===== src/rtl/gate_seq_ctrl.sv =====
// gate_seq_ctrl: Sync/Gate/Done timing sequencer.
// Loads the timing words on an accepted start, then walks the phases
// SYNC -> GDEL -> GATE -> LEN -> DONE -> IDLE and skips any phase of zero length.
// Optional feature macro: GATE_SEQ_REPEAT_EN. It adds the rep_cnt input and runs
// rep_cnt+1 periods back to back, with a single Done after the last period.

module gate_seq_ctrl #(
  parameter int CW = 16,
  parameter int SW = 8
) (
  input  logic          clk,
  input  logic          rst_n,
  input  logic          ena,
  input  logic          start,
  input  logic          abort,
  input  logic [SW-1:0] Tsync,
  input  logic [SW-1:0] Tgdel,
  input  logic [CW-1:0] Tgate,
  input  logic [CW-1:0] Tlen,
`ifdef GATE_SEQ_REPEAT_EN
  input  logic [7:0]    rep_cnt,
`endif
  output logic          Sync,
  output logic          Gate,
  output logic          Done,
  output logic          busy,
  output logic [4:0]    state_o,
  output logic [CW-1:0] cnt_o,
  output logic [CW-1:0] cnt_len_o
);

  localparam int SUMW = CW + 2;

  typedef enum logic [4:0] {
    S_IDLE = 5'b00000,
    S_SYNC = 5'b00001,
    S_GDEL = 5'b00010,
    S_GATE = 5'b00100,
    S_LEN  = 5'b01000,
    S_DONE = 5'b10000
  } state_t;

  state_t state;
  state_t next_state;
  state_t end_state;
  state_t after_gate;
  state_t after_gdel;
  state_t after_sync;

  logic [SW-1:0]   tsync_q;
  logic [SW-1:0]   tgdel_q;
  logic [CW-1:0]   tgate_q;
  logic [CW-1:0]   tlen_q;
  logic [SW-1:0]   tsync_eff;
  logic [SUMW-1:0] phase_sum;
  logic            len_en;
  logic            accept;
  logic            phase_exit;
  logic            new_period;

`ifdef GATE_SEQ_REPEAT_EN
  logic [7:0] reps_left;
`endif

  // The counters stick at all-ones instead of wrapping back to zero.
  function automatic logic [CW-1:0] sat_inc(input logic [CW-1:0] v);
    return (&v) ? v : v + CW'(1);
  endfunction

  // A Sync width of 0 behaves as 1. LEN is used only when Tlen is larger than
  // the sum of the active phases. The sum is two bits wider so it cannot overflow.
  assign tsync_eff = (tsync_q == '0) ? SW'(1) : tsync_q;
  assign phase_sum = SUMW'(tsync_eff) + SUMW'(tgdel_q) + SUMW'(tgate_q);
  assign len_en    = SUMW'(tlen_q) > phase_sum;

  // These selects are built from the back of the period forward. A phase of
  // zero length falls through to the next one in the same cycle.
  always_comb begin
`ifdef GATE_SEQ_REPEAT_EN
    end_state = (reps_left != 8'd0) ? S_SYNC : S_DONE;
`else
    end_state = S_DONE;
`endif
    after_gate = len_en ? S_LEN : end_state;
    after_gdel = (tgate_q != '0) ? S_GATE : after_gate;
    after_sync = (tgdel_q != '0) ? S_GDEL : after_gdel;
  end

  // Next-state decode. Each phase ends when its counter reaches the programmed
  // length. While busy, abort overrides every other transition.
  always_comb begin
    next_state = state;
    accept     = 1'b0;
    phase_exit = 1'b0;
    case (state)
      S_IDLE: begin
        if (start && !abort) begin
          next_state = S_SYNC;
          accept     = 1'b1;
        end
      end
      S_SYNC: begin
        if (cnt_o == CW'(tsync_eff)) begin
          next_state = after_sync;
          phase_exit = 1'b1;
        end
      end
      S_GDEL: begin
        if (cnt_o == CW'(tgdel_q)) begin
          next_state = after_gdel;
          phase_exit = 1'b1;
        end
      end
      S_GATE: begin
        if (cnt_o == tgate_q) begin
          next_state = after_gate;
          phase_exit = 1'b1;
        end
      end
      S_LEN: begin
        if (cnt_len_o == tlen_q) begin
          next_state = end_state;
          phase_exit = 1'b1;
        end
      end
      S_DONE: begin
        next_state = S_IDLE;
        phase_exit = 1'b1;
      end
      default: next_state = S_IDLE;
    endcase
    if (abort && (state != S_IDLE)) begin
      next_state = S_IDLE;
    end
    new_period = phase_exit && (next_state == S_SYNC);
  end

  // State, shadow timing, counters and outputs. All of them hold while ena is
  // low. The outputs are decoded from next_state so they line up with state_o.
  always_ff @(posedge clk or negedge rst_n) begin
    if (!rst_n) begin
      state     <= S_IDLE;
      tsync_q   <= '0;
      tgdel_q   <= '0;
      tgate_q   <= '0;
      tlen_q    <= '0;
      cnt_o     <= '0;
      cnt_len_o <= '0;
      Sync      <= 1'b0;
      Gate      <= 1'b0;
      Done      <= 1'b0;
      busy      <= 1'b0;
`ifdef GATE_SEQ_REPEAT_EN
      reps_left <= 8'd0;
`endif
    end else if (ena) begin
      state <= next_state;
      Sync  <= (next_state == S_SYNC);
      Gate  <= (next_state == S_GATE);
      Done  <= (next_state == S_DONE);
      busy  <= (next_state != S_IDLE);
      if (accept) begin
        tsync_q <= Tsync;
        tgdel_q <= Tgdel;
        tgate_q <= Tgate;
        tlen_q  <= Tlen;
      end
`ifdef GATE_SEQ_REPEAT_EN
      if (accept) begin
        reps_left <= rep_cnt;
      end else if (new_period) begin
        reps_left <= reps_left - 8'd1;
      end
`endif
      if (next_state == S_IDLE) begin
        cnt_o     <= '0;
        cnt_len_o <= '0;
      end else if (accept || new_period) begin
        cnt_o     <= CW'(1);
        cnt_len_o <= CW'(1);
      end else if (phase_exit) begin
        cnt_o     <= CW'(1);
        cnt_len_o <= sat_inc(cnt_len_o);
      end else begin
        cnt_o     <= sat_inc(cnt_o);
        cnt_len_o <= sat_inc(cnt_len_o);
      end
    end
  end

  assign state_o = state;

endmodule

===== config.mk =====
export PLATFORM = sky130hd
export DESIGN_NAME = gate_seq_ctrl
export DESIGN_NICKNAME = d
export VERILOG_FILES = /design/src/rtl/gate_seq_ctrl.sv
export SDC_FILE = /design/constraint.sdc
export NUM_CORES = 1
export LEC_CHECK = 0
export BUFFER_PORTS_ARGS = -buffer_cell sky130_fd_sc_hd__buf_2
export CAP_MARGIN = 20
export CORE_MARGIN = 3
export CORE_UTILIZATION = 53
export CTS_BUF_LIST = sky130_fd_sc_hd__clkbuf_4 sky130_fd_sc_hd__clkbuf_8
export CTS_CLUSTER_SIZE = 40
export DETAILED_ROUTE_END_ITERATION = 8
export GPL_TIMING_DRIVEN = 0
export MAX_ROUTING_LAYER = met4
export PLACE_DENSITY = 0.79
export SYNTH_ARGS = -nofsm -noshare
export SYNTH_HDL_FRONTEND = slang
export SYNTH_SLANG_ARGS = --single-unit
export TNS_END_PERCENT = 5

===== constraint.sdc =====
create_clock -name clk -period 4.1 [get_ports clk]
set_clock_uncertainty 0.05 [all_clocks]
set_input_delay 0.82 -clock clk [delete_from_list [all_inputs] [get_ports clk]]
set_output_delay 0.82 -clock clk [all_outputs]
set_load 0.01 [all_outputs]

; ---- Word level (Yosys, flattened, before mapping)
; Index checks and enable logic that the tools add are counted.
[word_totals]
out_inout_bits = 41
word_cells = 72
mem_bits_ro = 0
ramBits = 0
latch_bits = 0
inputBits = 53
n_memories = 0
ff_bits = 89
[classes]
n_mul = 0
div_mod_pow = 0
reduce_logical = 17
n_lt_le_gt_ge = 1
n_shift = 0
n_bitwise = 0
n_eq_ne = 14
n_mux = 25
addsub = 4
[ops]
columns = operator, count
row1 = 2-to-1 mux 16 bit, 7
row2 = 2-to-1 mux 5 bit, 9
row3 = "adder 16 x 1 -> 16 bit, second input constant", 2
row4 = == test 16 bit, 2
row5 = == test 16 x 8 -> 1 bit, 2
row6 = AND reduction 16 bit, 2
row7 = one-hot mux 5 bit (5 select lines), 1
row8 = adder 9 x 16 -> 17 bit, 1
row9 = greater-than comparator 16 x 17 -> 1 bit, 1
row10 = nonzero test 16 bit, 1
row11 = "== test 5 x 1 -> 1 bit, second input constant", 2
row12 = "== test 5 x 3 -> 1 bit, second input constant", 2
row13 = "== test 5 bit, second input constant", 2
row14 = zero test 5 bit, 2
row15 = nonzero test 5 bit, 2
row16 = adder 8 x 8 -> 9 bit, 1
row17 = zero test 8 bit, 1
row18 = 2-to-1 mux 8 bit, 1
row19 = nonzero test 8 bit, 1
row20 = 2-to-1 mux 1 bit, 6
row21 = AND reduction 2 bit, 3
row22 = "== test 5 x 2 -> 1 bit, second input constant", 1
row23 = "== test 5 x 4 -> 1 bit, second input constant", 1
row24 = one-hot mux 1 bit (5 select lines), 1
row25 = other kinds (5), 7

; ---- Longest topological paths before layout
; Gate-level depths: netlist of the first run.
[depth]
depth_word = 16
depth_mapped = 23
ltp_nobuf = 23

; ---- Least setup slack after synthesis of the first run
; Ideal clock, no wire load.
[synth_path]
path_kind = reg2reg
startpoint = register tsync_q[1]
endpoint = register Done
setup_ps = 129
path_slack_ps = -227
t_arrival_ps = 4148
path_stages_with_launch = 22
period_less_slack_ps = 4327
required_ps = 3921
path_buffers = 0
path_cell_list = dfrtp_1 nor3_1 a21oi_1 inv_1 fa_1 ha_1 fa_1 a21o_1 a21oi_1 o21bai_1 a21oi_1 nor2b_1 o21a_1 o211ai_1 xor2_1 ha_1 nand4_1 o211ai_1 a21oi_1 a311o_1 a211oi_1 nor2_1
[synth_via]
elab_chain_len = 12
elab_cells_between_ends = 15
classes_between = add/sub (2) / order compare (1) / eq/ne (2) / mux (9) / reduce/logical (1)
[synth_lines]
columns = item, line_no
row1 = start: declaration, 50  ; logic [SW-1:0] tsync_q;
row2 = start signal: assignment, 163  ; tsync_q <= Tsync;
row3 = zero test 8 bit, 72  ; assign tsync_eff = (tsync_q == '0) ? SW'(1) : tsync_q;
row4 = 2-to-1 mux 8 bit *, 72
row5 = adder 8 x 8 -> 9 bit, 73  ; assign phase_sum = SUMW'(tsync_eff) + SUMW'(tgdel_q) + SUMW'(tgate_q);
row6 = adder 9 x 16 -> 17 bit, 73
row7 = greater-than comparator 16 x 17 -> 1 bit, 74  ; assign len_en = SUMW'(tlen_q) > phase_sum;
row8 = 2-to-1 mux 5 bit, 84  ; after_gate = len_en ? S_LEN : end_state;
row9 = 2-to-1 mux 5 bit, 85  ; after_gdel = (tgate_q != '0) ? S_GATE : after_gate;
row10 = 2-to-1 mux 5 bit, 86  ; after_sync = (tgdel_q != '0) ? S_GDEL : after_gdel;
row11 = 2-to-1 mux 5 bit, 103  ; if (cnt_o == CW'(tsync_eff)) begin
row12 = one-hot mux 5 bit (5 select lines) *, 95  ; case (state)
row13 = 2-to-1 mux 5 bit *, 132  ; if (abort && (state != S_IDLE)) begin
row14 = == test 5 bit *, 160  ; Done <= (next_state == S_DONE);
row15 = end signal: assignment, 160
row16 = end: declaration, 25  ; output logic Done,
; Mark *: on every way between the ends. The rest lies on a longest branch, timed or not.
; A chain may end at the register's enable or synchronous reset.

; ---- Worst setup path after layout of the first run
; Ends and elaborated chain as after synthesis.

==> results.sh, run 1 <==
export IMPL_synth_seq_cells=89
export IMPL_clock_power_share=0.116
export IMPL_final_design_area_no_fill_um2=6720
export IMPL_drc=0
export IMPL_synthCells=567
export IMPL_cap_violations=0
export IMPL_yosysWarningCount=0
export IMPL_final_period_utilization=1.07
export IMPL_post_route_cells_drive_above_1_share=0.283
export IMPL_cts_hold_buffers=0
export IMPL_netSwitchingFraction=0.431
export IMPL_end_kind="flop"
export IMPL_synth_enable_flop_cells=0
export IMPL_synth_main_ff_cell="sky130_fd_sc_hd__dfrtp_1"
export IMPL_cts_root_buffer_cell="sky130_fd_sc_hd__clkbuf_8"
export IMPL_setup_viol_count_final=3
export IMPL_p_int_mw=2.91
export IMPL_gp_congestion=0.967
export IMPL_tritoncts="done"
export IMPL_routed_wirelength_mm=15.0
export IMPL_count_of_unique_library_cells_instantiated_by_yosys=57
export IMPL_final_core_util=0.645
export IMPL_slew_headroom=0.345
export IMPL_finalMaxSlewViolations=0
export IMPL_clk_pin_slew_ns=0.08
export IMPL_syn_to_final_growth_pct=16.9
export IMPL_multi_input_comb_area_um2=3390
export IMPL_synth_top_cells_by_area="sky130_fd_sc_hd__dfrtp_1, sky130_fd_sc_hd__mux2_2, sky130_fd_sc_hd__xor2_1, sky130_fd_sc_hd__ha_1, sky130_fd_sc_hd__xnor2_1"
export IMPL_clock_sinks=89
export IMPL_achievable_frequency_mhz=228
export IMPL_design_die_area_um2=12100
export IMPL_final_net_count=770
export IMPL_tightest_slew_ns=0.973
export IMPL_firstDrtPassIters=5
export IMPL_critPathRequiredTime_ns=4.29
export IMPL_ant_nets=0
export IMPL_power_frac_seq=0.292
export IMPL_worst_r2r_setup_slack_ns=-0.28
export IMPL_yosys_cell_count_top_type="sky130_fd_sc_hd__dfrtp_1"
export IMPL_reg2reg_from="tsync_q[1]"
export IMPL_placement_cell_area_um2=6430
export IMPL_syn_avg_cell_area_um2=10.1
export IMPL_via_count_of_the_first_global_routing_pass=4774
export IMPL_fin_ws_ns=-0.279
export IMPL_global_route_usage_total=0.265
export IMPL_synth_top_cells_by_count="sky130_fd_sc_hd__dfrtp_1, sky130_fd_sc_hd__xor2_1, sky130_fd_sc_hd__nor2_1, sky130_fd_sc_hd__mux2_2, sky130_fd_sc_hd__clkbuf_1"
export IMPL_fill_cells=885
export IMPL_reg2regPathDepth=21
export IMPL_die_width_um=110
export IMPL_i_o_pins=94
export IMPL_wire_per_inst_um=18.2
export IMPL_grt_max_degree=57
export IMPL_synth_seq_area_share=0.387
export IMPL_violations="setup timing"
export IMPL_final_min_clock_period_ns=4.38
export IMPL_path_max_fanout=4
export IMPL_critical_path_arrival_ns=4.57
export IMPL_num_rows=37
export IMPL_hold_path_class="in2async"
export IMPL_net_switching_power_mw=2.20
export IMPL_worstSkewPairLatency_ns=0.36
export IMPL_hpwl_reported_at_the_end_of_detailed_placement_mm=11.8
export IMPL_synth_top_area_share=0.387
export IMPL_diodes=0
export IMPL_rr_endpoint="Done"
export IMPL_detailedRoute_firstIterationViolations=234
export IMPL_syn_cell_area_um2=5750
export IMPL_setup_tns_ns=-0.763
export IMPL_start_kind="flop"
export IMPL_outcome="complete, but fails checks"
export IMPL_cts_buffers=9
export IMPL_power_density_nw_per_um2=761
export IMPL_grt_pass1_wl_mm=24.0
export IMPL_io_buffers=93
export IMPL_post_drt_via_cell_ratio=5.89
export IMPL_die_height_um=110
export IMPL_gr_total_overflow=0
export IMPL_share_of_power_burned_in_combinational_logic=0.592
export IMPL_core_area_um2=10400
export IMPL_ff_latch_area_um2=2230
export IMPL_worst_ir_drop_vdd_v=0.000589
export IMPL_rsz0062_at_grt="true"
export IMPL_initial_antenna_violation_count=0
export IMPL_dr_total_vias=4842
export IMPL_async_reset_ff_frac=1.00
export IMPL_synth_largest_area_cell="sky130_fd_sc_hd__dfrtp_1"
export IMPL_synth_net_count=655
export IMPL_worstSetupPathType="reg2reg"
export IMPL_timing_hold_violations_final=0
export IMPL_start_util=0.552
export IMPL_htreeDepth=3
export IMPL_cellLeakagePower_nw=3.18
export IMPL_clockBufferDepth=2
-- state kept, by name, indices dropped and copies added (netlist names) --
name and cells:
cnt_len_o 16, cnt_o 16, tgate_q 16, tlen_q 16
tgdel_q 8, tsync_q 8, state_o 5, Done 1
Gate 1, Sync 1, busy 1
-- cells by family (layout without fill, tap and decap cells) --
group / after synthesis / count (layout) / share of synthesized area
mux: 48 / 48 / 0.0940
xor+xnor: 78 / 78 / 0.119
buf+inv: 44 / 163 / 0.0296
fa+ha+maj: 36 / 36 / 0.0897
flops: 89 / 89 / 0.387
simple gates: 182 / 182 / 0.167
compound gates: 90 / 90 / 0.113
-- routing by layer --
metal / vias to the layer above / global-route usage / routed length, µm
met1: 2400 / 0.337 / 6490
met3: 23 / 0.0437 / 814
met5: - / - / 0
met2: 155 / 0.437 / 7440
li1: 2264 / - / -
met4: 0 / 0.0800 / 233
-- power groups by stage --
stage | registers, mW | clock network [mW] | logic (mW)
3_3_place_gp | 1.51 | 0 | 2.63
5_1_grt | 1.53 | 0.642 | 3.39
3_5_place_dp | 1.52 | 0 | 2.78
4_1_cts | 1.49 | 0.606 | 3.00
2_1_floorplan | 1.40 | 0 | 2.16
6_report | 1.49 | 0.593 | 3.03
-- cells in the final DEF (no fill, tap or decap), types with 13 or more instances in the layout --
cell type	n
sky130_fd_sc_hd__a21oi_1	18
sky130_fd_sc_hd__buf_2	93
sky130_fd_sc_hd__clkbuf_1	29
sky130_fd_sc_hd__dfrtp_1	86
sky130_fd_sc_hd__ha_1	25
sky130_fd_sc_hd__mux2_2	48
sky130_fd_sc_hd__nand2_1	25
sky130_fd_sc_hd__nand3_1	17
sky130_fd_sc_hd__nand4_1	19
sky130_fd_sc_hd__nor2_1	49
sky130_fd_sc_hd__nor3_1	13
sky130_fd_sc_hd__nor4_1	19
sky130_fd_sc_hd__o21ai_0	16
sky130_fd_sc_hd__xnor2_1	24
sky130_fd_sc_hd__xor2_1	54
-- timing repair --
item | 4_1_cts | 5_1_grt
setup endpoints to repair | 3 | 3
resized for setup | 9 | 1
buffers inserted | 10 | 0
pin swaps | 14 | 2
-- layout make-up --
type | instances | share of cell area
Multi-Input combinational cell | 434 | 0.505
Tap cell | 136 | 0.0253
Sequential cell | 89 | 0.332
Timing Repair Buffer | 104 | 0.0849
Clock inverter | 4 | 0.00670
Buffer | 32 | 0.0186
Inverter | 12 | 0.00670
Clock buffer | 11 | 0.0207
-- worst max-delay path by stage --
stage / start / endpoint / slack, ns / cells past startpoint
after global routing: tsync_q[2] / Done / -0.47 / 22
after CTS: tsync_q[1] / Done / -0.25 / 22
final: tsync_q[1] / Done / -0.28 / 21
after floorplan: tsync_q[4] / Done / -0.08 / 22
after global placement: tsync_q[7] / state_o[4] / -0.61 / 22
after detailed placement: tsync_q[1] / Done / -0.77 / 22
-- metrics by stage --
step	power [mW]	hold WS (ns)	worst slack [ns]	instances
CTS	5.09	0.361	-0.254	822
global placement	4.14	0.409	-0.615	796
detailed placement	4.30	0.442	-0.769	797
floorplan	3.56	0.430	-0.0769	567
global route	5.56	0.371	-0.469	822
finish	5.11	0.355	-0.279	822
-- worst max-delay path: stages, from the launching register on --
cell,delay (ns)
sky130_fd_sc_hd__dfrtp_2,0.41
sky130_fd_sc_hd__nor3_2,0.06
sky130_fd_sc_hd__a21oi_2,0.17
sky130_fd_sc_hd__inv_1,0.08
sky130_fd_sc_hd__fa_2,0.38
sky130_fd_sc_hd__ha_4,0.18
sky130_fd_sc_hd__fa_2,0.35
sky130_fd_sc_hd__a21o_1,0.20
sky130_fd_sc_hd__a21oi_2,0.15
sky130_fd_sc_hd__o21bai_1,0.09
sky130_fd_sc_hd__a21oi_2,0.15
sky130_fd_sc_hd__nor2b_1,0.06
sky130_fd_sc_hd__o21a_1,0.20
sky130_fd_sc_hd__o211ai_1,0.21
sky130_fd_sc_hd__xor2_1,0.11
sky130_fd_sc_hd__ha_1,0.30
sky130_fd_sc_hd__nand4_1,0.11
sky130_fd_sc_hd__o211ai_1,0.23
sky130_fd_sc_hd__a21oi_1,0.09
sky130_fd_sc_hd__a311o_1,0.34
sky130_fd_sc_hd__a211oi_2,0.28
sky130_fd_sc_hd__nor2_1,0.08
(Power assumes the default switching activity.)
==> inputs of run 2 (changes only) <==
--- a/config.mk
+++ b/config.mk
@@ -15,6 +15,7 @@
 export GPL_TIMING_DRIVEN = 0
 export MAX_ROUTING_LAYER = met4
 export PLACE_DENSITY = 0.79
+export RECOVER_POWER = 100
 export SYNTH_ARGS = -nofsm -noshare
 export SYNTH_HDL_FRONTEND = slang
 export SYNTH_SLANG_ARGS = --single-unit
==> run 2 against run 1 <==
The flow finishes with violations (capacitance limit, slew limit, setup timing). Worst hold slack gained 0.095 ns. Non-clock buffer count is the same. Routed wire length grew 0.45%. Setup slack gained 0.0072 ns. Total power shrank 0.52%. Fmax grew 0.16%. Sequential power is essentially flat. First-iteration DRC count grew 11%. Utilization shrank 1.2 points. Clock power is essentially flat. Cell count is the same. Sequential share of layout area grew 0.63 points. Critical endpoint unchanged. Largest power group unchanged.
==> results.sh, run 2 (synthesized netlist as in run 1, its figures left out) <==
export IMPL_via_count_of_the_first_global_routing_pass=4774
export IMPL_tot_pwr_mw=5.09
export IMPL_htreeDepth=3
export IMPL_routed_wirelength_mm=15.0
export IMPL_fill_cells=922
export IMPL_post_drt_via_cell_ratio=5.83
export IMPL_tritoncts="done"
export IMPL_achievable_frequency_mhz=229
export IMPL_gr_total_overflow=0
export IMPL_ant_nets=0
export IMPL_i_o_pins=94
export IMPL_initial_antenna_violation_count=0
export IMPL_cts_root_buffer_cell="sky130_fd_sc_hd__clkbuf_8"
export IMPL_worst_ir_drop_vdd_v=0.000590
export IMPL_worstSkewPairLatency_ns=0.36
export IMPL_critPathRequiredTime_ns=4.29
export IMPL_finalMaxSlewViolations=35
export IMPL_num_rows=37
export IMPL_clk_pin_slew_ns=0.08
export IMPL_place_detailed_instances=797
export IMPL_grt_pass1_wl_mm=24.0
export IMPL_clockBufferDepth=2
export IMPL_setup_viol_count_final=3
export IMPL_cellLeakagePower_nw=2.99
export IMPL_violations="capacitance limit, slew limit, setup timing"
export IMPL_final_min_clock_period_ns=4.37
export IMPL_setup_tns_ns=-0.755
export IMPL_final_net_count=770
export IMPL_hpwl_reported_at_the_end_of_detailed_placement_mm=11.8
export IMPL_slew_headroom=-0.181
export IMPL_cap_violations=1
export IMPL_final_cell_mix="sky130_fd_sc_hd__dfrtp_1, sky130_fd_sc_hd__clkbuf_1, sky130_fd_sc_hd__xor2_1"
export IMPL_start_kind="flop"
export IMPL_drc=0
export IMPL_critical_path_arrival_ns=4.56
export IMPL_dr_total_vias=4794
export IMPL_firstDrtPassIters=4
export IMPL_clock_sinks=89
export IMPL_grt_max_degree=57
export IMPL_cts_hold_buffers=0
export IMPL_mostFrequentLayoutCell="sky130_fd_sc_hd__dfrtp_1"
export IMPL_start_util=0.552
export IMPL_layout_cells_non_filler=822
export IMPL_cts_buffers=9
export IMPL_path_max_fanout=4
export IMPL_final_period_utilization=1.07
export IMPL_outcome="complete, but fails checks"
export IMPL_diodes=0
export IMPL_end_kind="flop"
export IMPL_power_density_nw_per_um2=772
export IMPL_syn_to_final_growth_pct=14.7
export IMPL_fin_ws_ns=-0.272
export IMPL_worstSetupPathType="reg2reg"
export IMPL_io_buffers=93
export IMPL_rsz0062_at_grt="true"
export IMPL_gp_congestion=0.967
export IMPL_design_die_area_um2=12100
export IMPL_timing_hold_violations_final=0
export IMPL_tightest_slew_ns=1.77
export IMPL_detailedRoute_firstIterationViolations=259
export IMPL_global_route_usage_total=0.265
export IMPL_die_width_um=110
export IMPL_post_route_cells_drive_above_1_share=0.211
export IMPL_hold_path_class="reg2reg"
export IMPL_die_height_um=110
export IMPL_wire_per_inst_um=18.3
export IMPL_core_area_um2=10400
## run 2: cell types whose count changed in the layout (fill, tap and decap cells not counted), sizes merged
cell,delta
clkbuf,+45
buf,-45
## run 2: layout make-up
type | instances | area (µm²) | share of cell area
Inverter | 12 | 45.0 | 0.00683
Multi-Input combinational cell | 434 | 3350 | 0.508
Clock buffer | 11 | 139 | 0.0211
Sequential cell | 89 | 2230 | 0.338
Clock inverter | 4 | 45.0 | 0.00683
Buffer | 32 | 121 | 0.0184
Tap cell | 136 | 170 | 0.0258
Timing Repair Buffer | 104 | 493 | 0.0748
## run 2: critical path, stage by stage (launching register included)
cell,delay (ns)
sky130_fd_sc_hd__dfrtp_2,0.41
sky130_fd_sc_hd__nor3_2,0.06
sky130_fd_sc_hd__a21oi_2,0.16
sky130_fd_sc_hd__inv_1,0.08
sky130_fd_sc_hd__fa_2,0.38
sky130_fd_sc_hd__ha_4,0.18
sky130_fd_sc_hd__fa_2,0.35
sky130_fd_sc_hd__a21o_1,0.20
sky130_fd_sc_hd__a21oi_2,0.15
sky130_fd_sc_hd__o21bai_1,0.09
sky130_fd_sc_hd__a21oi_2,0.15
sky130_fd_sc_hd__nor2b_1,0.06
sky130_fd_sc_hd__o21a_1,0.20
sky130_fd_sc_hd__o211ai_1,0.21
sky130_fd_sc_hd__xor2_1,0.11
sky130_fd_sc_hd__ha_1,0.30
sky130_fd_sc_hd__nand4_1,0.11
sky130_fd_sc_hd__o211ai_1,0.23
sky130_fd_sc_hd__a21oi_1,0.09
sky130_fd_sc_hd__a311o_1,0.34
sky130_fd_sc_hd__a211oi_2,0.28
sky130_fd_sc_hd__nor2_1,0.07
## run 2: through the flow
stage | utilization | hold WS, ns | setup WS [ns] | cell area, µm²
2_1_floorplan | - | 0.430 | -0.0769 | 5760
3_3_place_gp | 0.614 | 0.409 | -0.615 | 6400
3_5_place_dp | 0.617 | 0.442 | -0.769 | 6430
4_1_cts | 0.645 | 0.361 | -0.254 | 6710
5_1_grt | 0.633 | 0.480 | -0.469 | 6590
6_report | 0.633 | 0.449 | -0.272 | 6590
## run 2: final timing paths
kind	from	end	slack [ns]	depth (start not counted)
worst max-delay path	tsync_q[1]	Done	-0.27	21
worst min-delay path	Gate	Gate	0.45	1
worst min register to register	Gate	Gate	0.45	1
worst max register to register	tsync_q[1]	Done	-0.27	21
min in group asynchronous	rst_n	cnt_len_o[4]	0.87	1
max in group asynchronous	rst_n	tsync_q[6]	0.86	2
## run 2: where the power goes
part	total (mW)	leakage, nW	internal, mW	switching [mW]
combinational	3.00	1.75	1.47	1.53
clock	0.593	0.0998	0.289	0.304
sequential	1.49	1.14	1.13	0.361
total	5.09	2.99	2.89	2.20
## run 2: what timing repair did
| action | in CTS | in global routing |
|---|---|---|
| resized for setup | 9 | 1 |
| pin swaps | 14 | 2 |
| endpoints found under the setup margin | 3 | 3 |
| gates cloned | 0 | 0 |
| hold endpoints to repair | 0 | 0 |
| buffers inserted | 10 | 0 |
## run 2: routing by layer
| layer | routed length (µm) | global-route usage |
|---|---|---|
| met4 | 209 | 0.0800 |
| met3 | 786 | 0.0437 |
| met1 | 6610 | 0.337 |
| met2 | 7450 | 0.437 |
| met5 | 0 | - |
